## src/rtl/sc_io_stim_gen.sv

```systemverilog
// Reset sequencer, stepped input-port pattern generator and output-port snapshot for the single-cycle computer.
// Build option: define STIM_SNAP_PERIODIC_EN for repeating captures plus a snap_count output.
module sc_io_stim_gen #(
  parameter int          WIDTH       = 32,
  parameter int          CHANNELS    = 2,
  parameter int          OUT_PORTS   = 3,
  parameter int          MODULUS     = 9,
  parameter int          STEP_CYCLES = 5,
  parameter int          RESET_HOLD  = 2,
  parameter int          SNAP_CYCLE  = 31250,
  parameter logic [31:0] LFSR_SEED   = 32'h1
) (
  input  logic                       clock,
  input  logic                       reset,
  input  logic                       enable,
  input  logic [1:0]                 mode,
  output logic                       cpu_resetn,
  output logic [CHANNELS*WIDTH-1:0]  in_port_bus,
  output logic                       step_pulse,
  input  logic [OUT_PORTS*WIDTH-1:0] out_port_bus,
  output logic [OUT_PORTS*WIDTH-1:0] snap_data,
  output logic                       snap_valid,
  output logic [31:0]                cycle_count
`ifdef STIM_SNAP_PERIODIC_EN
  ,
  output logic [15:0]                snap_count
`endif
);

  // state   | meaning
  // ST_HOLD | computer held in reset for RESET_HOLD cycles after reset release
  // ST_RUN  | computer running; stepping, cycle count and snapshot active (terminal)
  localparam logic [0:0] ST_HOLD = 1'b0;
  localparam logic [0:0] ST_RUN  = 1'b1;

  localparam logic [1:0] MODE_RAMP = 2'd0;
  localparam logic [1:0] MODE_HOLD = 2'd1;
  localparam logic [1:0] MODE_LFSR = 2'd2;
  localparam logic [1:0] MODE_WALK = 2'd3;

  localparam int                HOLD_W    = (RESET_HOLD > 1) ? $clog2(RESET_HOLD) : 1;
  localparam int                PRE_W     = (STEP_CYCLES > 1) ? $clog2(STEP_CYCLES) : 1;
  localparam logic [HOLD_W-1:0] HOLD_LAST = HOLD_W'(RESET_HOLD - 1);
  localparam logic [PRE_W-1:0]  PRE_LAST  = PRE_W'(STEP_CYCLES - 1);
  localparam logic [WIDTH-1:0]  RAMP_LAST = WIDTH'(MODULUS - 1);
  localparam logic [31:0]       SNAP_LAST = 32'(SNAP_CYCLE - 1);
  localparam logic [31:0]       LFSR_TAPS = 32'h8020_0003;

  logic [0:0]        state;
  logic [HOLD_W-1:0] hold_cnt;
  logic [PRE_W-1:0]  pre_cnt;
  logic [1:0]        mode_q;
  logic [WIDTH-1:0]  chan [CHANNELS];
  logic              run;
  logic              step;

  assign run        = (state == ST_RUN);
  assign step       = run && enable && (pre_cnt == PRE_LAST);
  assign step_pulse = step;

  function automatic logic [31:0] to32(input logic [WIDTH-1:0] v);
    logic [WIDTH+31:0] e;
    e            = '0;
    e[WIDTH-1:0] = v;
    return e[31:0];
  endfunction

  function automatic logic [WIDTH-1:0] from32(input logic [31:0] s);
    logic [WIDTH+31:0] e;
    e        = '0;
    e[31:0]  = s;
    return e[WIDTH-1:0];
  endfunction

  function automatic logic [WIDTH-1:0] chan_seed(input int k);
    logic [31:0] s;
    s = LFSR_SEED ^ 32'(k);
    if (s == 32'h0) s = 32'h1;
    return from32(s);
  endfunction

  // LFSR state lives in the channel value itself, so entering LFSR mode reseeds.
  function automatic logic [WIDTH-1:0] chan_next(input logic [WIDTH-1:0] v, input logic [1:0] m,
                                                 input logic [1:0] m_prev, input int k);
    logic [31:0]      s;
    logic [WIDTH-1:0] r;
    s = to32(v);
    r = v;
    case (m)
      MODE_RAMP: r = (v >= RAMP_LAST) ? '0 : v + WIDTH'(1);
      MODE_HOLD: r = v;
      MODE_LFSR: r = (m_prev != MODE_LFSR) ? chan_seed(k)
                                           : from32((s >> 1) ^ (s[0] ? LFSR_TAPS : 32'h0));
      MODE_WALK: r = ((v == '0) || v[WIDTH-1]) ? WIDTH'(1) : (v << 1);
      default:   r = v;
    endcase
    return r;
  endfunction

  always_ff @(posedge clock or posedge reset) begin
    if (reset) begin
      state      <= ST_HOLD;
      hold_cnt   <= '0;
      cpu_resetn <= 1'b0;
    end else if (state == ST_HOLD) begin
      if (hold_cnt == HOLD_LAST) begin
        state      <= ST_RUN;
        cpu_resetn <= 1'b1;
      end else begin
        hold_cnt <= hold_cnt + HOLD_W'(1);
      end
    end
  end

  always_ff @(posedge clock or posedge reset) begin
    if (reset) begin
      pre_cnt <= '0;
    end else if (run && enable) begin
      pre_cnt <= (pre_cnt == PRE_LAST) ? '0 : pre_cnt + PRE_W'(1);
    end
  end

  always_ff @(posedge clock or posedge reset) begin
    if (reset) begin
      mode_q <= MODE_RAMP;
      for (int k = 0; k < CHANNELS; k++) chan[k] <= '0;
    end else if (step) begin
      mode_q <= mode;
      for (int k = 0; k < CHANNELS; k++) chan[k] <= chan_next(chan[k], mode, mode_q, k);
    end
  end

  for (genvar k = 0; k < CHANNELS; k++) begin : g_bus
    assign in_port_bus[k*WIDTH +: WIDTH] = chan[k];
  end

  always_ff @(posedge clock or posedge reset) begin
    if (reset) begin
      cycle_count <= '0;
    end else if (run && (cycle_count != 32'hFFFF_FFFF)) begin
      cycle_count <= cycle_count + 32'd1;
    end
  end

`ifdef STIM_SNAP_PERIODIC_EN
  logic [31:0] snap_tmr;

  // Down-counter tracks cycle_count modulo SNAP_CYCLE, unaffected by saturation.
  always_ff @(posedge clock or posedge reset) begin
    if (reset) begin
      snap_tmr   <= SNAP_LAST;
      snap_data  <= '0;
      snap_valid <= 1'b0;
      snap_count <= '0;
    end else if (run) begin
      if (snap_tmr == 32'h0) begin
        snap_tmr   <= SNAP_LAST;
        snap_data  <= out_port_bus;
        snap_valid <= 1'b1;
        snap_count <= snap_count + 16'd1;
      end else begin
        snap_tmr   <= snap_tmr - 32'd1;
        snap_valid <= 1'b0;
      end
    end else begin
      snap_valid <= 1'b0;
    end
  end
`else
  always_ff @(posedge clock or posedge reset) begin
    if (reset) begin
      snap_data  <= '0;
      snap_valid <= 1'b0;
    end else if (run && !snap_valid && (cycle_count == SNAP_LAST)) begin
      snap_data  <= out_port_bus;
      snap_valid <= 1'b1;
    end
  end
`endif

endmodule

```

## config.mk

```make
export PLATFORM = sky130hd
export DESIGN_NAME = sc_io_stim_gen
export DESIGN_NICKNAME = d
export VERILOG_FILES = /design/src/rtl/sc_io_stim_gen.sv
export SDC_FILE = /design/constraint.sdc
export NUM_CORES = 1
export LEC_CHECK = 0
export ABC_AREA = 1
export BUFFER_PORTS_ARGS = -buffer_cell sky130_fd_sc_hd__buf_2
export CAP_MARGIN = 20
export CORE_ASPECT_RATIO = 0.6
export CORE_MARGIN = 2
export CORE_UTILIZATION = 56
export CTS_CLUSTER_SIZE = 12
export DETAILED_ROUTE_END_ITERATION = 10
export PLACE_DENSITY = 0.88
export SLEW_MARGIN = 20
export SYNTH_ARGS = -nofsm -noshare
export SYNTH_HDL_FRONTEND = slang
export SYNTH_SLANG_ARGS = --single-unit
export TNS_END_PERCENT = 1
```

## constraint.sdc

```tcl
create_clock -name clock -period 19.27 [get_ports clock]
set_input_delay 1.927 -clock clock [delete_from_list [all_inputs] [get_ports clock]]
set_output_delay 1.927 -clock clock [all_outputs]
set_load 0.1 [all_outputs]
```

==> out/qor.txt, run 1 <==
status: completed
syn_nets: 1378
layout cell share with drive strength beyond 1: 0.223
Hold Crit Class: reg2reg
GRT Residual Overflow: 0
period utilisation layout: 0.252
Hold Startpoint: snap_data[29]
first-pass GRT wire length: 45.9 mm
Cells after Synth: 1269
critical path required time: 17340 ps
most frequent cell after synthesis: nand2_1
worst ir drop on vdd: 0.113 mV
Clock Sink Count: 201
Synth top area share: 0.516
syn avg cell area: 7.69 µm²
core area: 17100 µm²
clk_skew: 8.68 ps
Setup crit end kind: output pin
Post-synth EDFFs: 0
Die ar.: 18500 µm²
initial antenna violation count: 4
crit path time final: 4850 ps
DR vias/cell: 5.43
CTS tree: built
Final Setup Violations: 0
worst reg2reg startpoint: cycle_count[0]
routed len/inst: 16.5 µm
commonest cells in the netlist: nand2_1, dfrtp_1, nor2_1, a21oi_1, inv_1
gr usage total: 0.309
fill cell count: 1394
cts hold-fix bufs: 0
dominant synthesized flop cell: dfrtp_1
Layout area overhead: 21.6%
Iter 0 DRT Violations: 900
Syn. warnings: 0
postcts setup bufs: 0
clock tree buffer depth: 3
# rows: 37
post-synth design cell area: 9750 µm²
via count: 9618
Buffers on Ports: 295
top post-synthesis cells by area: dfrtp_1, nand2_1, a21oi_1
Boundary Pins: 296
register bit total from synthesis: 201
placed cells: 1740
CTS root buf: clkbuf_16
critical path data arrival time: 2930 ps
critical-path maximum fanout: 6
Yosys top cell by area: dfrtp_1
Die W: 174 µm
Slew HR: 0.269
final hold violations: 0
starting density of the core: 0.571
hold slack: 466 ps
FMAX: 0.206 GHz
Final HPWL DP: 20.4 mm
pin count of the biggest net entering global routing: 143
Synth cell types: 29
RSZ-0062 raised after global routing: false
Worst Tran Pin Value: 1090 ps
Critical path origin: enable
fin cells: 1770
Final Instance Area: 11900 µm²
1st-pass router iterations: 7
total power draw: 0.00180 W
Setup CP Type: in2out
post-route ant nets: 0
Worst-Skew Late Latency: 480 ps
vias in the first global route: 8762
dpl cell area: 11300 µm²
Final TNS setup: 0 ps
cts bufs inserted: 21
Post-Route WL: 29.1 mm
die height: 106 µm
Placer Congestion: 1.01
# Max-Cap Violations: 0
Synth async-reset ratio: 1.00
Final Max Slew Viols: 0
DRC viols: 0
LEAKAGE: 5.77 nW
clk slew on worst S/H paths: 60 ps
number of nets in the layout: 1638
Critical Path Start Type: input port
post-CTS sizing: 0
Pwr Density: 152 nW/µm²
H-tree Lvls: 1
sequential-to-total area share from yosys stat: 0.516
cells by family after synthesis:
| logic type | Yosys count | synth area share |
|---|---|---|
| AO/OA/AOI/OAI | 160 | 0.0826 |
| XOR/XNOR | 21 | 0.0189 |
| adder cells (fa/ha/maj) | 8 | 0.0103 |
| buffers and inverters | 153 | 0.0672 |
| flip-flops | 201 | 0.516 |
| multiplexers | 1 | 0.00115 |
| AND/OR/NAND/NOR | 725 | 0.304 |
layout make-up:
| type | count | area (µm²) | share of cell area |
|---|---|---|---|
| Antenna cell | 4 | 10.0 | 0.000844 |
| Clock buffer | 24 | 537 | 0.0452 |
| Clock inverter | 2 | 38.8 | 0.00327 |
| Inverter | 89 | 343 | 0.0289 |
| Multi-Input combinational cell | 915 | 4090 | 0.345 |
| Sequential cell | 201 | 5030 | 0.424 |
| Tap cell | 234 | 293 | 0.0247 |
| Timing Repair Buffer | 301 | 1520 | 0.128 |
registers in the layout (all words and copies together) (netlist names):
signal	cells
in_port_bus	64
cycle_count	32
hold_cnt	1
pre_cnt	3
cpu_resetn	1
mode_q	2
run	1
snap_data	96
snap_valid	1
layer usage:
| metal | part of all wire | routed length (µm) | up-vias | global-route usage |
|---|---|---|---|---|
| li1 | - | - | 4564 | - |
| met1 | 0.43 | 12600 | 4563 | 0.447 |
| met2 | 0.45 | 13100 | 431 | 0.470 |
| met3 | 0.090 | 2610 | 58 | 0.0730 |
| met4 | 0.027 | 797 | 2 | 0.0834 |
| met5 | 0.00045 | 13 | - | 0 |
layout by cell type, fill, tap and decap left out, drive strengths merged, types with 2 or more instances in the layout:
master	n
buf	301
dfrtp	201
xor2	20
nor2	139
nand2	455
o21ai	32
nor3	20
nor4	2
clkbuf	24
diode	4
nand4	43
a21oi	126
ha	8
nand3	60
or2	4
inv	89
power breakdown:
| group | internal, W | total [W] | switching, W | leakage (nW) |
|---|---|---|---|---|
| Combinational | 0.000136 | 0.000827 | 0.000691 | 3.36 |
| Sequential | 0.000497 | 0.000607 | 0.000110 | 2.12 |
| Clock | 0.000209 | 0.000364 | 0.000155 | 0.281 |
per-stage QoR:
step,utilization,setup WS (ps)
final,0.694,14420
after global routing,0.694,14350
after CTS,0.694,14410
after detailed placement,0.660,14410
after global placement,0.660,14410
after floorplan,-,11860
worst max-delay path, cell delays in order:
cell	delay [ps]
buf_2	80
nand2_1	100
nor2_2	310
buf_2	500
worst paths after layout:
path,end,slack (ps),cells after the start
worst max-delay path,step_pulse,14420,4
worst min-delay path,snap_data[29],470,2
worst max register to register,cycle_count[30],15940,10
worst min register to register,snap_data[29],470,2
max in group asynchronous,in_port_bus[57],16200,3
min in group asynchronous,snap_data[31],1680,2
Note: power is estimated with default switching activity, not from simulation.
==> run 2, diff against run 1 <==
CORE_UTILIZATION = 52   (was 56)
PLACE_DENSITY = 0.83   (was 0.88)
clock period = 5.1 ns   (was 19.27 ns; I/O delays follow)
==> run 2 against run 1 <==
Combinational power rose to 3.8 times the previous value. Clock-buffer cell count up 3. Non-clock buffer count up 1. Clock skew up 0.69 ps. Power rose to 3.8 times the previous value. Cell count up 0.51%. First-iteration DRC count up 24%. Clock power rose to 3.7 times the previous value. Critical endpoint is now cycle_count[11]. Wire length up 1.9%.
==> out/qor.txt, run 2 (synthesized netlist as in run 1, its figures left out) <==
status: completed
CTS tree: built
Critical Path Start Type: flip-flop
routed len/inst: 16.7 µm
critical path required time: 5450 ps
pin count of the biggest net entering global routing: 123
# rows: 38
first-pass GRT wire length: 47.1 mm
layout cell share with drive strength beyond 1: 0.224
flop2flop setup slack: 1960 ps
GRT Residual Overflow: 0
most frequent cells in the layout: nand2_1, buf_2, dfrtp_1
grt met1 use: 0.435
fill cell count: 1581
post-route ant nets: 0
die height: 110 µm
worst-path cell chain: ha_1, inv_1, nor2_1, nand2_1, nor2_1, nand2_1, nand2_1, inv_2, nand2_1, o21ai_0
hold slack: 200 ps
vias in the first global route: 8832
Post-Route WL: 29.7 mm
RSZ-0062 raised after global routing: false
area of the multi-input gates: 4090 µm²
most frequent CP cell: nand2_1
FMAX: 0.318 GHz
Setup crit end kind: flip-flop
critical path data arrival time: 3490 ps
LEAKAGE: 5.77 nW
Worst Tran Pin Value: 1060 ps
Iter 0 DRT Violations: 1120
Clock Sink Count: 201
Final HPWL DP: 21.3 mm
Core Util, Final: 0.653
cts hold-fix bufs: 0
max FFs per register: 96
Worst-Skew Late Latency: 490 ps
1st-pass router iterations: 6
Final TNS setup: 0 ps
initial antenna violation count: 2
Hold Crit Class: in2async
Reg area: 5030 µm²
Buffers on Ports: 295
busiest layer in global routing: met1
worst ir drop on vdd: 0.528 mV
Placer Congestion: 0.979
DP Worst Slack: 2070 ps
worst reg2reg path depth: 10
clock tree buffer depth: 3
core area: 18200 µm²
period utilisation layout: 0.616
final hold violations: 0
final worst slack: 1960 ps
# Max-Cap Violations: 0
crit path time final: 3140 ps
Die ar.: 19900 µm²
Final Max Slew Viols: 0
clk_skew: 9.37 ps
postcts setup bufs: 0
number of nets in the layout: 1639
Crit-path slowest cell: nand2_1
Max stage delay on crit path: 540 ps
post-CTS sizing: 0
starting density of the core: 0.536
met2 usage: 0.433
Final Instance Area: 11900 µm²
gr usage total: 0.294
worst reg2reg startpoint: cycle_count[0]
reg2reg end: cycle_count[11]
dpl cell area: 11300 µm²
Slew HR: 0.295
Die W: 181 µm
DRC viols: 0
H-tree Lvls: 1
Biggest register: snap_data
Pwr Density: 570 nW/µm²
critical-path maximum fanout: 44
Setup CP Type: reg2reg
CTS root buf: clkbuf_16
clk slew on worst S/H paths: 60 ps
Final Setup Violations: 0
Layout area overhead: 21.9%
cts bufs inserted: 21
via count: 9702
DR vias/cell: 5.45
GRT met3 Usage: 0.0733
Boundary Pins: 296
commonest non-fill, non-tap cell in the layout: nand2_1
## run 2: final cells by class
| cell class | instances | share of cell area |
|---|---|---|
| Clock inverter | 3 | 0.00179 |
| Clock buffer | 27 | 0.0469 |
| Antenna cell | 2 | 0.000421 |
| Sequential cell | 201 | 0.423 |
| Timing Repair Buffer | 302 | 0.130 |
| Inverter | 89 | 0.0285 |
| Multi-Input combinational cell | 915 | 0.344 |
| Tap cell | 240 | 0.0253 |
## run 2: worst max-delay path by stage
stage                               from              end  cells past startpoint  slack [ps]
after detailed placement  cycle_count[0]  cycle_count[30]                     10        2070
after global placement    cycle_count[0]  cycle_count[12]                     10        2050
final                     cycle_count[0]  cycle_count[11]                     10        1960
after floorplan                    reset       cpu_resetn                      1        1990
after CTS                 cycle_count[0]  cycle_count[11]                     10        2040
after global routing      cycle_count[0]  cycle_count[11]                     10        1690
## run 2: layer usage
layer  up-vias  share of wire  wire (µm)
met2       493           0.43      12800
met3        60           0.10       3080
met1      4574           0.43      12900
met5         -        0.00040         12
li1       4573              -          -
met4         2          0.030        905
## run 2: per-stage QoR
step / instances / total power (W)
2_1_floorplan: 1269 / 0.00483
3_3_place_gp: 1747 / 0.00535
3_5_place_dp: 1747 / 0.00542
4_1_cts: 1777 / 0.00678
5_1_grt: 1778 / 0.00707
6_report: 1779 / 0.00677
## run 2: where the power goes
part           switching, W  total, W  internal, W
clock network      0.000601   0.00136     0.000763
logic               0.00259   0.00311     0.000517
registers          0.000422   0.00230      0.00188
total               0.00362   0.00677      0.00316
## run 2: critical path: cells and delay by family (launching register included)
kind	cells	cell delay [ps]
and+or+nand+nor	6	1590
buffers and inverters	2	590
DFF	1	430
adders and majority gates	1	250
AOI/OAI and AO/OA	1	90
==> run 3, diff against run 2 <==
clock period = 3.3 ns   (was 5.1 ns; I/O delays follow)
==> run 3 against run 2 <==
Setup slack got worse by 1200 ps. Sequential cell count did not move. Combinational power is 56% higher. Core utilization is 0.86 points higher.
==> out/qor.txt, run 3 (synthesized netlist as in run 1, its figures left out) <==
fill cell count: 1534
DRC viols: 0
layout cell share with drive strength beyond 1: 0.231
Layout area overhead: 23.5%
final worst slack: 760 ps
Final Setup Violations: 0
DP Worst Slack: 860 ps
Max stage delay on crit path: 440 ps
vias in the first global route: 8953
most frequent CP cell: nand2_1
Gate power share: 0.462
Placer Congestion: 1.03
Sw Pwr: 0.00561 W
Biggest register: snap_data
most frequent cells in the layout: nand2_1, buf_2, dfrtp_1
gr usage total: 0.297
routed len/inst: 17.0 µm
Setup CP Type: reg2reg
LEAKAGE: 5.86 nW
Boundary Pins: 296
pin count of the biggest net entering global routing: 98
worst ir drop on vdd: 0.727 mV
CTS root buf: clkbuf_16
Slew HR: 0.294
clock power share: 0.200
1st-pass router iterations: 5
max FFs per register: 96
Final HPWL DP: 21.9 mm
Post-Route WL: 30.4 mm
worst-path cell chain: ha_1, inv_1, nor2_1, nand2_1, nor2_1, nand2_1, nand2_1, inv_2, nand2_1, o21ai_0
starting density of the core: 0.536
Hold Crit Class: in2reg
Iter 0 DRT Violations: 1108
Worst-Skew Late Latency: 490 ps
Final TNS setup: 0 ps
final hold violations: 0
Buffers on Ports: 295
Critical Path Start Type: flip-flop
flop2flop setup slack: 760 ps
post-route ant nets: 0
clk_skew: 14.9 ps
Clock Sink Count: 201
Setup crit end kind: flip-flop
RSZ-0062 raised after global routing: false
via count: 9812
Die W: 181 µm
initial antenna violation count: 1
GRT Residual Overflow: 0
number of nets in the layout: 1653
post-CTS sizing: 0
core area: 18200 µm²
Flop pwr share: 0.339
# rows: 38
critical path data arrival time: 2870 ps
cts bufs inserted: 21
CTS tree: built
critical-path maximum fanout: 44
period utilisation layout: 0.770
cell-internal power: 0.00489 W
DR vias/cell: 5.48
cts hold-fix bufs: 0
clock tree buffer depth: 3
Final Max Slew Viols: 0
Die ar.: 19900 µm²
Pwr Density: 872 nW/µm²
Sw Ratio: 0.534
H-tree Lvls: 1
critical path required time: 3630 ps
# Max-Cap Violations: 0
first-pass GRT wire length: 47.5 mm
commonest non-fill, non-tap cell in the layout: nand2_1
total power draw: 0.0105 W
clk slew on worst S/H paths: 60 ps
crit path time final: 2540 ps
Crit-path slowest cell: dfrtp_1
postcts setup bufs: 0
Worst Tran Pin Value: 1060 ps
status: completed
FMAX: 0.394 GHz
die height: 110 µm
-- run 3: cell count changes in the layout (fill, tap and decap cells not counted), sizes merged --
cell / change
clkbuf: -1
clkinv: +1
diode: -1
clkinvlp: -1
buf: +13
dlygate4sd3: +1
-- run 3: final timing paths --
| check | from | to | depth (start not counted) |
|---|---|---|---|
| max | cycle_count[0] | cycle_count[19] | 10 |
| min | out_port_bus[67] | snap_data[67] | 3 |
| max reg2reg | cycle_count[0] | cycle_count[19] | 10 |
| min reg2reg | snap_data[16] | snap_data[16] | 2 |
| max in group asynchronous | reset | snap_data[29] | 5 |
| min in group asynchronous | reset | in_port_bus[35] | 3 |
-- run 3: final cells by class --
class | instances | area [µm²] | share of cell area
Antenna cell | 1 | 2.50 | 0.000208
Sequential cell | 201 | 5030 | 0.418
Tap cell | 240 | 300 | 0.0249
Clock inverter | 3 | 15.0 | 0.00125
Multi-Input combinational cell | 915 | 4090 | 0.340
Clock buffer | 26 | 554 | 0.0460
Inverter | 89 | 338 | 0.0281
Timing Repair Buffer | 316 | 1710 | 0.142
-- run 3: through the flow --
stage	cell area [µm²]	cells	util	hold WS [ps]
2_1_floorplan	9760	1269	-	426
3_3_place_gp	11400	1759	0.628	440
3_5_place_dp	11400	1759	0.628	453
4_1_cts	12000	1788	0.660	30.3
5_1_grt	12000	1790	0.661	40.8
6_report	12000	1791	0.661	45.7
-- run 3: metal layers --
| metal | part of all wire | GRT usage | vias to the layer above |
|---|---|---|---|
| li1 | - | - | 4595 |
| met1 | 0.43 | 0.433 | 4665 |
| met2 | 0.44 | 0.453 | 496 |
| met3 | 0.10 | 0.0733 | 54 |
| met4 | 0.026 | 0.0697 | 2 |
| met5 | 0.00023 | 0 | - |
-- run 3: power by group through the flow --
stage                     clock (W)  combinational (W)  sequential (W)
final                       0.00210            0.00485         0.00356
after global routing        0.00223            0.00509         0.00362
after CTS                   0.00212            0.00485         0.00353
after detailed placement          0            0.00483         0.00357
after global placement            0            0.00476         0.00354
after floorplan                   0            0.00115         0.00631
-- run 3: worst max-delay path, delay by kind of cell (launching register included) --
family	cells	cell delay [ps]
AND/OR/NAND/NOR	6	1200
flip-flops	1	440
buffers and inverters	2	370
adder cells (fa/ha/maj)	1	260
AO/OA/AOI/OAI	1	100
